$ cat src/rtl/s2_pkg.sv
// rtl/s2_pkg.sv - shared state codes, modo codes and counter widths for the game sequencer
package s2_pkg;

  localparam int PONTOS_W = 8;
  localparam int ERROS_W  = 3;
  localparam int ESTADO_W = 5;

  typedef enum logic [ESTADO_W-1:0] {
    INICIAL    = 5'd0,
    PREPARA    = 5'd1,
    MOSTRA     = 5'd2,
    APAGA      = 5'd3,
    ESPERA     = 5'd4,
    REGISTRA   = 5'd5,
    COMPARA    = 5'd6,
    PROXIMO    = 5'd7,
    ERROU      = 5'd8,
    FIM_RODADA = 5'd9,
    FIM_GANHOU = 5'd10,
    FIM_PERDEU = 5'd11
  } estado_t;

  typedef enum logic [1:0] {
    MODO_NORMAL    = 2'b00,
    MODO_TREINO    = 2'b01,
    MODO_VIDAS     = 2'b10,
    MODO_RESERVADO = 2'b11
  } modo_t;

endpackage

$ cat src/rtl/s2_sequenciador_jogo_if.sv
// rtl/s2_sequenciador_jogo_if.sv - sequence ROM read port between the sequencer and the ROM
interface s2_sequenciador_jogo_if #(
  parameter int N_BOTOES = 4,
  parameter int ADDR_W   = 4
);

  logic [ADDR_W-1:0]   mem_endereco;
  logic [N_BOTOES-1:0] mem_dado;

  modport master (output mem_endereco, input mem_dado);
  modport slave  (input mem_endereco, output mem_dado);

endinterface

$ cat src/rtl/s2_temporizador.sv
// rtl/s2_temporizador.sv - loadable down-counter; fim is high while the count sits at zero
module s2_temporizador #(
  parameter int LARGURA = 4
) (
  input  logic               clock,
  input  logic               reset_n,
  input  logic               zera,
  input  logic               conta,
  input  logic [LARGURA-1:0] carga,
  output logic               fim
);

  logic [LARGURA-1:0] contagem;

  always_ff @(posedge clock or negedge reset_n) begin
    if (!reset_n) begin
      contagem <= '0;
    end else if (zera) begin
      contagem <= carga;
    end else if (conta && (contagem != '0)) begin
      contagem <= contagem - 1'b1;
    end
  end

  assign fim = (contagem == '0);

endmodule

$ cat src/rtl/s2_sequenciador_jogo.sv
// rtl/s2_sequenciador_jogo.sv - colour-sequence game control unit: playback, move check, errors, score
module s2_sequenciador_jogo
  import s2_pkg::*;
#(
  parameter int N_BOTOES   = 4,
  parameter int ADDR_W     = 4,
  parameter int N_RODADAS  = 16,
  parameter int T_LED      = 1000,
  parameter int T_JOGADA   = 5000,
  parameter int VIDAS      = 3,
  parameter int PONTOS_INI = 100,
  parameter int PENALIDADE = 10
) (
  input  logic                 clock,
  input  logic                 reset_n,
  input  logic                 jogar,
  input  logic [1:0]           modo,
  input  logic [N_BOTOES-1:0]  botoes,
  s2_sequenciador_jogo_if.master rom,
  output logic [N_BOTOES-1:0]  leds,
  output logic [ADDR_W-1:0]    rodada,
  output logic [PONTOS_W-1:0]  pontos,
  output logic [ERROS_W-1:0]   erros,
  output logic                 pronto,
  output logic                 ganhou,
  output logic                 perdeu,
  output logic                 timeout,
  output logic [ESTADO_W-1:0]  db_estado
);

  localparam int T_APAGA = (T_LED / 2 < 1) ? 1 : T_LED / 2;
  localparam int LED_W   = $clog2(T_LED + 1);
  localparam int JOG_W   = $clog2(T_JOGADA + 1);

  estado_t             estado, estadoProx;
  modo_t               modoReg;
  logic [ADDR_W-1:0]   endereco, rodadaReg;
  logic [PONTOS_W-1:0] pontosReg;
  logic [ERROS_W-1:0]  errosReg;
  logic [2:0]          vidasReg;
  logic [N_BOTOES-1:0] botoesAnt, jogadaReg;
  logic                timeoutReg;

  logic             jogada, acerto, fimEndereco, ultimaRodada, treino;
  logic             ledZera, ledConta, ledFim;
  logic [LED_W-1:0] ledCarga;
  logic             jogZera, jogConta, jogFim;

  // A move is a rising edge of "any button down"; holding keeps it from repeating.
  assign jogada       = (botoes != '0) && (botoesAnt == '0);
  assign acerto       = (jogadaReg == rom.mem_dado) && $onehot(jogadaReg);
  assign fimEndereco  = (endereco == rodadaReg);
  assign ultimaRodada = (rodadaReg == ADDR_W'(N_RODADAS - 1));
  assign treino       = (modoReg == MODO_TREINO);

  // LED timer reloads on every state change, with the gap length when heading to APAGA.
  assign ledZera  = (estadoProx != estado);
  assign ledConta = (estado == MOSTRA) || (estado == APAGA);
  assign ledCarga = (estadoProx == APAGA) ? LED_W'(T_APAGA - 1) : LED_W'(T_LED - 1);

  assign jogZera  = (estado != ESPERA);
  assign jogConta = (estado == ESPERA) && !treino;

  s2_temporizador #(.LARGURA(LED_W)) u_tempLed (
    .clock   (clock),
    .reset_n (reset_n),
    .zera    (ledZera),
    .conta   (ledConta),
    .carga   (ledCarga),
    .fim     (ledFim)
  );

  s2_temporizador #(.LARGURA(JOG_W)) u_tempJogada (
    .clock   (clock),
    .reset_n (reset_n),
    .zera    (jogZera),
    .conta   (jogConta),
    .carga   (JOG_W'(T_JOGADA - 1)),
    .fim     (jogFim)
  );

  always_ff @(posedge clock or negedge reset_n) begin
    if (!reset_n) begin
      estado <= INICIAL;
    end else begin
      estado <= estadoProx;
    end
  end

  always_comb begin
    estadoProx = estado;
    case (estado)
      INICIAL:    if (jogar) estadoProx = PREPARA;
      PREPARA:    estadoProx = MOSTRA;
      MOSTRA:     if (ledFim) estadoProx = APAGA;
      APAGA:      if (ledFim) estadoProx = fimEndereco ? ESPERA : MOSTRA;
      ESPERA: begin
        if (jogada) estadoProx = REGISTRA;
        else if (jogFim && !treino) estadoProx = FIM_PERDEU;
      end
      REGISTRA:   estadoProx = COMPARA;
      COMPARA: begin
        if (!acerto) estadoProx = ERROU;
        else if (fimEndereco) estadoProx = FIM_RODADA;
        else estadoProx = PROXIMO;
      end
      PROXIMO:    estadoProx = ESPERA;
      ERROU:      estadoProx = ((modoReg == MODO_VIDAS) && (vidasReg > 3'd1)) ? MOSTRA : FIM_PERDEU;
      FIM_RODADA: estadoProx = ultimaRodada ? FIM_GANHOU : MOSTRA;
      FIM_GANHOU,
      FIM_PERDEU: if (jogar) estadoProx = PREPARA;
      default:    estadoProx = INICIAL;
    endcase
  end

  always_ff @(posedge clock or negedge reset_n) begin
    if (!reset_n) begin
      endereco   <= '0;
      rodadaReg  <= '0;
      pontosReg  <= PONTOS_W'(PONTOS_INI);
      errosReg   <= '0;
      vidasReg   <= '0;
      modoReg    <= MODO_NORMAL;
      botoesAnt  <= '0;
      jogadaReg  <= '0;
      timeoutReg <= 1'b0;
    end else begin
      botoesAnt <= botoes;
      case (estado)
        PREPARA: begin
          endereco   <= '0;
          rodadaReg  <= '0;
          errosReg   <= '0;
          pontosReg  <= PONTOS_W'(PONTOS_INI);
          vidasReg   <= 3'(VIDAS);
          modoReg    <= (modo == MODO_RESERVADO) ? MODO_NORMAL : modo_t'(modo);
          timeoutReg <= 1'b0;
        end
        APAGA:    if (ledFim) endereco <= fimEndereco ? '0 : endereco + 1'b1;
        ESPERA:   if (estadoProx == FIM_PERDEU) timeoutReg <= 1'b1;
        REGISTRA: jogadaReg <= botoes;
        PROXIMO:  endereco <= endereco + 1'b1;
        ERROU: begin
          errosReg  <= (errosReg == 3'd7) ? errosReg : errosReg + 1'b1;
          pontosReg <= (pontosReg >= PONTOS_W'(PENALIDADE)) ? pontosReg - PONTOS_W'(PENALIDADE) : '0;
          if (modoReg == MODO_VIDAS) begin
            vidasReg <= vidasReg - 1'b1;
            endereco <= '0;
          end
        end
        FIM_RODADA: begin
          if (!ultimaRodada) begin
            rodadaReg <= rodadaReg + 1'b1;
            endereco  <= '0;
          end
        end
        default: ;
      endcase
    end
  end

  always_comb begin
    leds = '0;
    case (estado)
      MOSTRA:  leds = rom.mem_dado;
      ESPERA:  leds = botoes;
      default: leds = '0;
    endcase
  end

  assign rom.mem_endereco = endereco;
  assign rodada           = rodadaReg;
  assign pontos           = pontosReg;
  assign erros            = errosReg;
  assign ganhou           = (estado == FIM_GANHOU);
  assign perdeu           = (estado == FIM_PERDEU);
  assign pronto           = ganhou || perdeu;
  assign timeout          = timeoutReg;
  assign db_estado        = estado;

endmodule
$ cat src/flat_wrapper.sv
// flat-port wrapper written by rule: the top's interface ports become plain ports
module s2_sequenciador_jogo_flat import s2_pkg::*;
#(
  parameter int N_BOTOES   = 4,
  parameter int ADDR_W     = 4,
  parameter int N_RODADAS  = 16,
  parameter int T_LED      = 1000,
  parameter int T_JOGADA   = 5000,
  parameter int VIDAS      = 3,
  parameter int PONTOS_INI = 100,
  parameter int PENALIDADE = 10
)
  (clock, reset_n, jogar, modo, botoes, leds, rodada, pontos, erros, pronto, ganhou, perdeu, timeout, db_estado, rom_mem_endereco, rom_mem_dado);
  s2_sequenciador_jogo_if #(.N_BOTOES(N_BOTOES), .ADDR_W(ADDR_W)) rom_i ();
  input  logic clock;
  input  logic reset_n;
  input  logic jogar;
  input  logic [1:0] modo;
  input  logic [N_BOTOES-1:0] botoes;
  output logic [N_BOTOES-1:0] leds;
  output logic [ADDR_W-1:0] rodada;
  output logic [PONTOS_W-1:0] pontos;
  output logic [ERROS_W-1:0] erros;
  output logic pronto;
  output logic ganhou;
  output logic perdeu;
  output logic timeout;
  output logic [ESTADO_W-1:0] db_estado;
  output wire logic [$bits(rom_i.mem_endereco)-1:0] rom_mem_endereco;
  input wire logic [$bits(rom_i.mem_dado)-1:0] rom_mem_dado;
  assign rom_mem_endereco = rom_i.mem_endereco;
  assign rom_i.mem_dado = rom_mem_dado;
  s2_sequenciador_jogo #(.N_BOTOES(N_BOTOES), .ADDR_W(ADDR_W), .N_RODADAS(N_RODADAS), .T_LED(T_LED), .T_JOGADA(T_JOGADA), .VIDAS(VIDAS), .PONTOS_INI(PONTOS_INI), .PENALIDADE(PENALIDADE)) u_core (.clock(clock), .reset_n(reset_n), .jogar(jogar), .modo(modo), .botoes(botoes), .rom(rom_i), .leds(leds), .rodada(rodada), .pontos(pontos), .erros(erros), .pronto(pronto), .ganhou(ganhou), .perdeu(perdeu), .timeout(timeout), .db_estado(db_estado));
endmodule
$ cat config.mk
export PLATFORM = sky130hd
export DESIGN_NAME = s2_sequenciador_jogo_flat
export DESIGN_NICKNAME = d
export VERILOG_FILES = /design/src/rtl/s2_pkg.sv /design/src/rtl/s2_sequenciador_jogo_if.sv /design/src/rtl/s2_temporizador.sv /design/src/rtl/s2_sequenciador_jogo.sv /design/src/flat_wrapper.sv
export SDC_FILE = /design/constraint.sdc
export NUM_CORES = 1
export LEC_CHECK = 0
export BUFFER_PORTS_ARGS = -buffer_cell sky130_fd_sc_hd__buf_2
export CAP_MARGIN = 20
export CORE_MARGIN = 3
export CORE_UTILIZATION = 35
export CTS_BUF_LIST = sky130_fd_sc_hd__clkbuf_8
export CTS_CLUSTER_SIZE = 10
export DETAILED_ROUTE_END_ITERATION = 16
export GPL_TIMING_DRIVEN = 0
export PLACE_DENSITY_LB_ADDON = 0.1
export SLEW_MARGIN = 20
export SYNTH_ARGS = -nofsm -noshare
export SYNTH_HDL_FRONTEND = slang
export SYNTH_SLANG_ARGS = --single-unit
$ cat constraint.sdc
create_clock -name clock -period 2.7 [get_ports clock]
set_clock_uncertainty 0.1 [all_clocks]
set_input_delay 0.405 -clock clock [delete_from_list [all_inputs] [get_ports clock]]
set_output_delay 0.405 -clock clock [all_outputs]
set_load 0.05 [all_outputs]
==> summary.txt <==
drt pass-1 iters = 4
hold_sp = botoes[1]
n_diodes = 0
CP startpoint kind = flop
Slew HR = 0.474
TritonCTS clock tree = built
violated checks = setup timing
critical path endpoint category = flop
post-DR vias/cell = 5.07
crit share post-route = 1.01
FMAX = 367 MHz
Cell Rows = 35
r2r endpoint = u_core.u_tempLed.contagem[4]
Final WS setup = -0.0264 ns
placed cell count = 532
ys flop type = dfrtp_1
via count = 2840
Mapped Cells = 358
register area = 1510 sq um
status = complete, but fails checks
htree depth = 3
Post-Place Cell Area = 3810 sq um
Worst Hold Depth = 1
clk buf depth = 2
reg-to-reg setup timing slack = -0.03 ns
Placeable Area = 9330 sq um
largest net degree at the start of global routing = 33
r2r worst-path depth = 8
worst-path fanout max = 7
Final Wtd Congestion = 0.821
nets = 452
HP Class = input pin to flop
Ports = 45
#FFs+latches synth = 60
Yosys cell types = 58
number of global-route vias before repair = 2912
Finished Layout Cells = 560
Hold EP = u_core.botoesAnt[1]
commonest non-fill, non-tap cell in the layout = dfrtp_1
Setup WS pre-CTS = -0.354 ns
wire length per cell = 14.6 um
Mapped Area = 3390 sq um
Die H = 104 um
Global Route Usage Sum = 0.157
fillers = 907
Pwr Density = 530 nW/um^2
gr ovfl total = 0
Max Cap Viol = 0
Die X = 104 um
Root Driver = clkbuf_8
post-route minimum period = 2.73 ns
Setup Viol. Count Final = 4
leak pwr = 1.91 nW
Slew Limit Fails = 0
Worst Setup Path Type = flop to flop
dpl hpwl = 5.87 mm
first-pass GRT wire length = 14.0 mm
Final ANT Viol Nets = 0
Design Area, Final = 4260 sq um
DR DRC count = 0
area grow syn2layout = 25.6%
initial antenna violation count = 0
Post-synth EDFFs = 0
CTS Buf Count = 9
Layout Utilization = 0.457
Die ar. = 10900 sq um
required time worst endpoint = 2.83 ns
clock-pin slew on the worst setup and hold paths = 0.07 ns
Initial Util = 0.364
clk sink count = 60
multi-input logic area = 1890 sq um
yosys warns = 0
maximum vdd drop = 0.256 mV
ratio of cells with drive above 1 in the final layout = 0.269
Worst Max-Slew Pin Slew = 0.782 ns
Data arrival, critical path = 2.86 ns
sequential area share after synthesis = 0.443
most frequent cells in the layout = 56 x dfrtp_1, 44 x buf_2, 34 x nor2_1, 34 x nand2_1, 23 x o21ai_0
drt initial violations = 116
final count of hold timing violations = 0
unrepaired setup endpoints after global routing = true
drt total wl = 8.16 mm
RR Startpoint = u_core.jogadaReg[0]
Buffers on Ports = 43
clock latency on the worst-skew pair = 0.34 ns
asr flop ratio synth = 1.00
Syn Area/Cell = 9.48 sq um
## repair_timing
| action | in CTS | in global routing |
|---|---|---|
| hold buffers | 1 | 0 |
| buffers inserted | 7 | 4 |
| gates resized for setup | 14 | 14 |
| gates cloned | 0 | 0 |
| endpoints found under the setup margin | 15 | 13 |
| pin swaps | 11 | 11 |
| endpoints found under the hold margin | 28 | 0 |
## critical path, cell delays in order (launching register included)
cell      delay (ns)
dfrtp_1         0.39
ha_1            0.30
ha_2            0.18
fa_1            0.47
nor4b_2         0.32
nand4_1         0.14
nor4bb_4        0.19
mux2_4          0.35
a21o_2          0.19
## power breakdown
| group | internal [mW] | switching (mW) |
|---|---|---|
| sequential | 0.928 | 0.0265 |
| clock | 0.659 | 0.352 |
| combinational | 0.107 | 0.186 |
## layer usage
layer / share of wire / GRT usage / routed length (um)
met1: 0.48 / 0.208 / 3920
met2: 0.47 / 0.247 / 3860
met3: 0.038 / 0.0453 / 310
met4: 0.0076 / 0.0494 / 62
met5: 0 / 0 / 0
## logic make-up after synthesis
| logic type | after synthesis | share of synthesized area |
|---|---|---|
| XOR/XNOR | 27 | 0.0697 |
| AO/OA/AOI/OAI | 65 | 0.128 |
| AND/OR/NAND/NOR | 159 | 0.252 |
| multiplexers | 8 | 0.0265 |
| adder cells (fa/ha/maj) | 13 | 0.0501 |
| flip-flops | 60 | 0.443 |
| other | 1 | 0.00110 |
| buffers and inverters | 25 | 0.0299 |
## final cells by class
class / instances / share of cell area
tap: 129 / 0.0379
clock buffer: 11 / 0.0355
sequential: 60 / 0.353
multi-input combinational: 274 / 0.444
clock inverter: 5 / 0.0232
buffer: 9 / 0.0109
inverter: 16 / 0.0141
timing repair buffer: 56 / 0.0813
## sequential cells by signal (all words and copies together), names as in the netlist
| signal | count |
|---|---|
| u_core.erros | 3 |
| u_core.pontos | 7 |
| u_core.timeout | 1 |
| u_core.botoesAnt | 4 |
| u_core.u_tempJogada.contagem | 13 |
| u_core.rom.mem_endereco | 4 |
| u_core.u_tempLed.contagem | 10 |
| u_core.jogadaReg | 4 |
| u_core.db_estado | 5 |
| u_core.modoReg | 2 |
| u_core.rodada | 4 |
| u_core.vidasReg | 3 |
## metrics by stage
step | hold slack, ns | setup TNS [ns] | power (mW)
2_1_floorplan | 0.00941 | 0 | 1.15
3_3_place_gp | 0.360 | -2.42 | 1.23
3_5_place_dp | 0.264 | -2.55 | 1.24
4_1_cts | 0.106 | -0.153 | 2.29
5_1_grt | 0.116 | -1.08 | 2.37
6_report | 0.124 | -0.0639 | 2.26
## cells in the mapped netlist (3+ instances only)
cell type	count	area share
ha_1	12	0.044
o31ai_1	6	0.013
nand4_1	3	0.0055
nand2_1	34	0.038
clkbuf_1	5	0.0055
buf_2	3	0.0044
nand2b_1	7	0.013
a21oi_1	10	0.015
nor4_1	7	0.013
xor2_1	12	0.031
inv_1	16	0.018
mux2_2	4	0.013
or3_1	10	0.018
or2_2	3	0.0055
dfstp_2	3	0.023
o211ai_1	3	0.0066
mux2i_1	3	0.0088
dfrtp_1	57	0.42
a22o_1	4	0.010
o41ai_1	3	0.0077
nand3_1	17	0.025
nor4b_1	3	0.0077
o21ai_0	23	0.034
nor2_1	35	0.039
nor3_1	13	0.019
nor2b_1	4	0.0074
xnor2_1	15	0.039
nand3b_1	4	0.0088
## worst max-delay path by stage
stage	startpoint	end	slack, ns
5_1_grt	u_core.jogadaReg[0]	u_core.u_tempLed.contagem[4]	-0.13
2_1_floorplan	u_core.jogadaReg[3]	u_core.db_estado[3]	0.02
4_1_cts	u_core.jogadaReg[1]	u_core.db_estado[3]	-0.09
3_5_place_dp	u_core.db_estado[2]	u_core.u_tempLed.contagem[3]	-0.35
6_report	u_core.jogadaReg[0]	u_core.u_tempLed.contagem[4]	-0.03
3_3_place_gp	u_core.db_estado[2]	u_core.u_tempLed.contagem[4]	-0.34
Note: power is estimated with default switching activity, not from simulation.
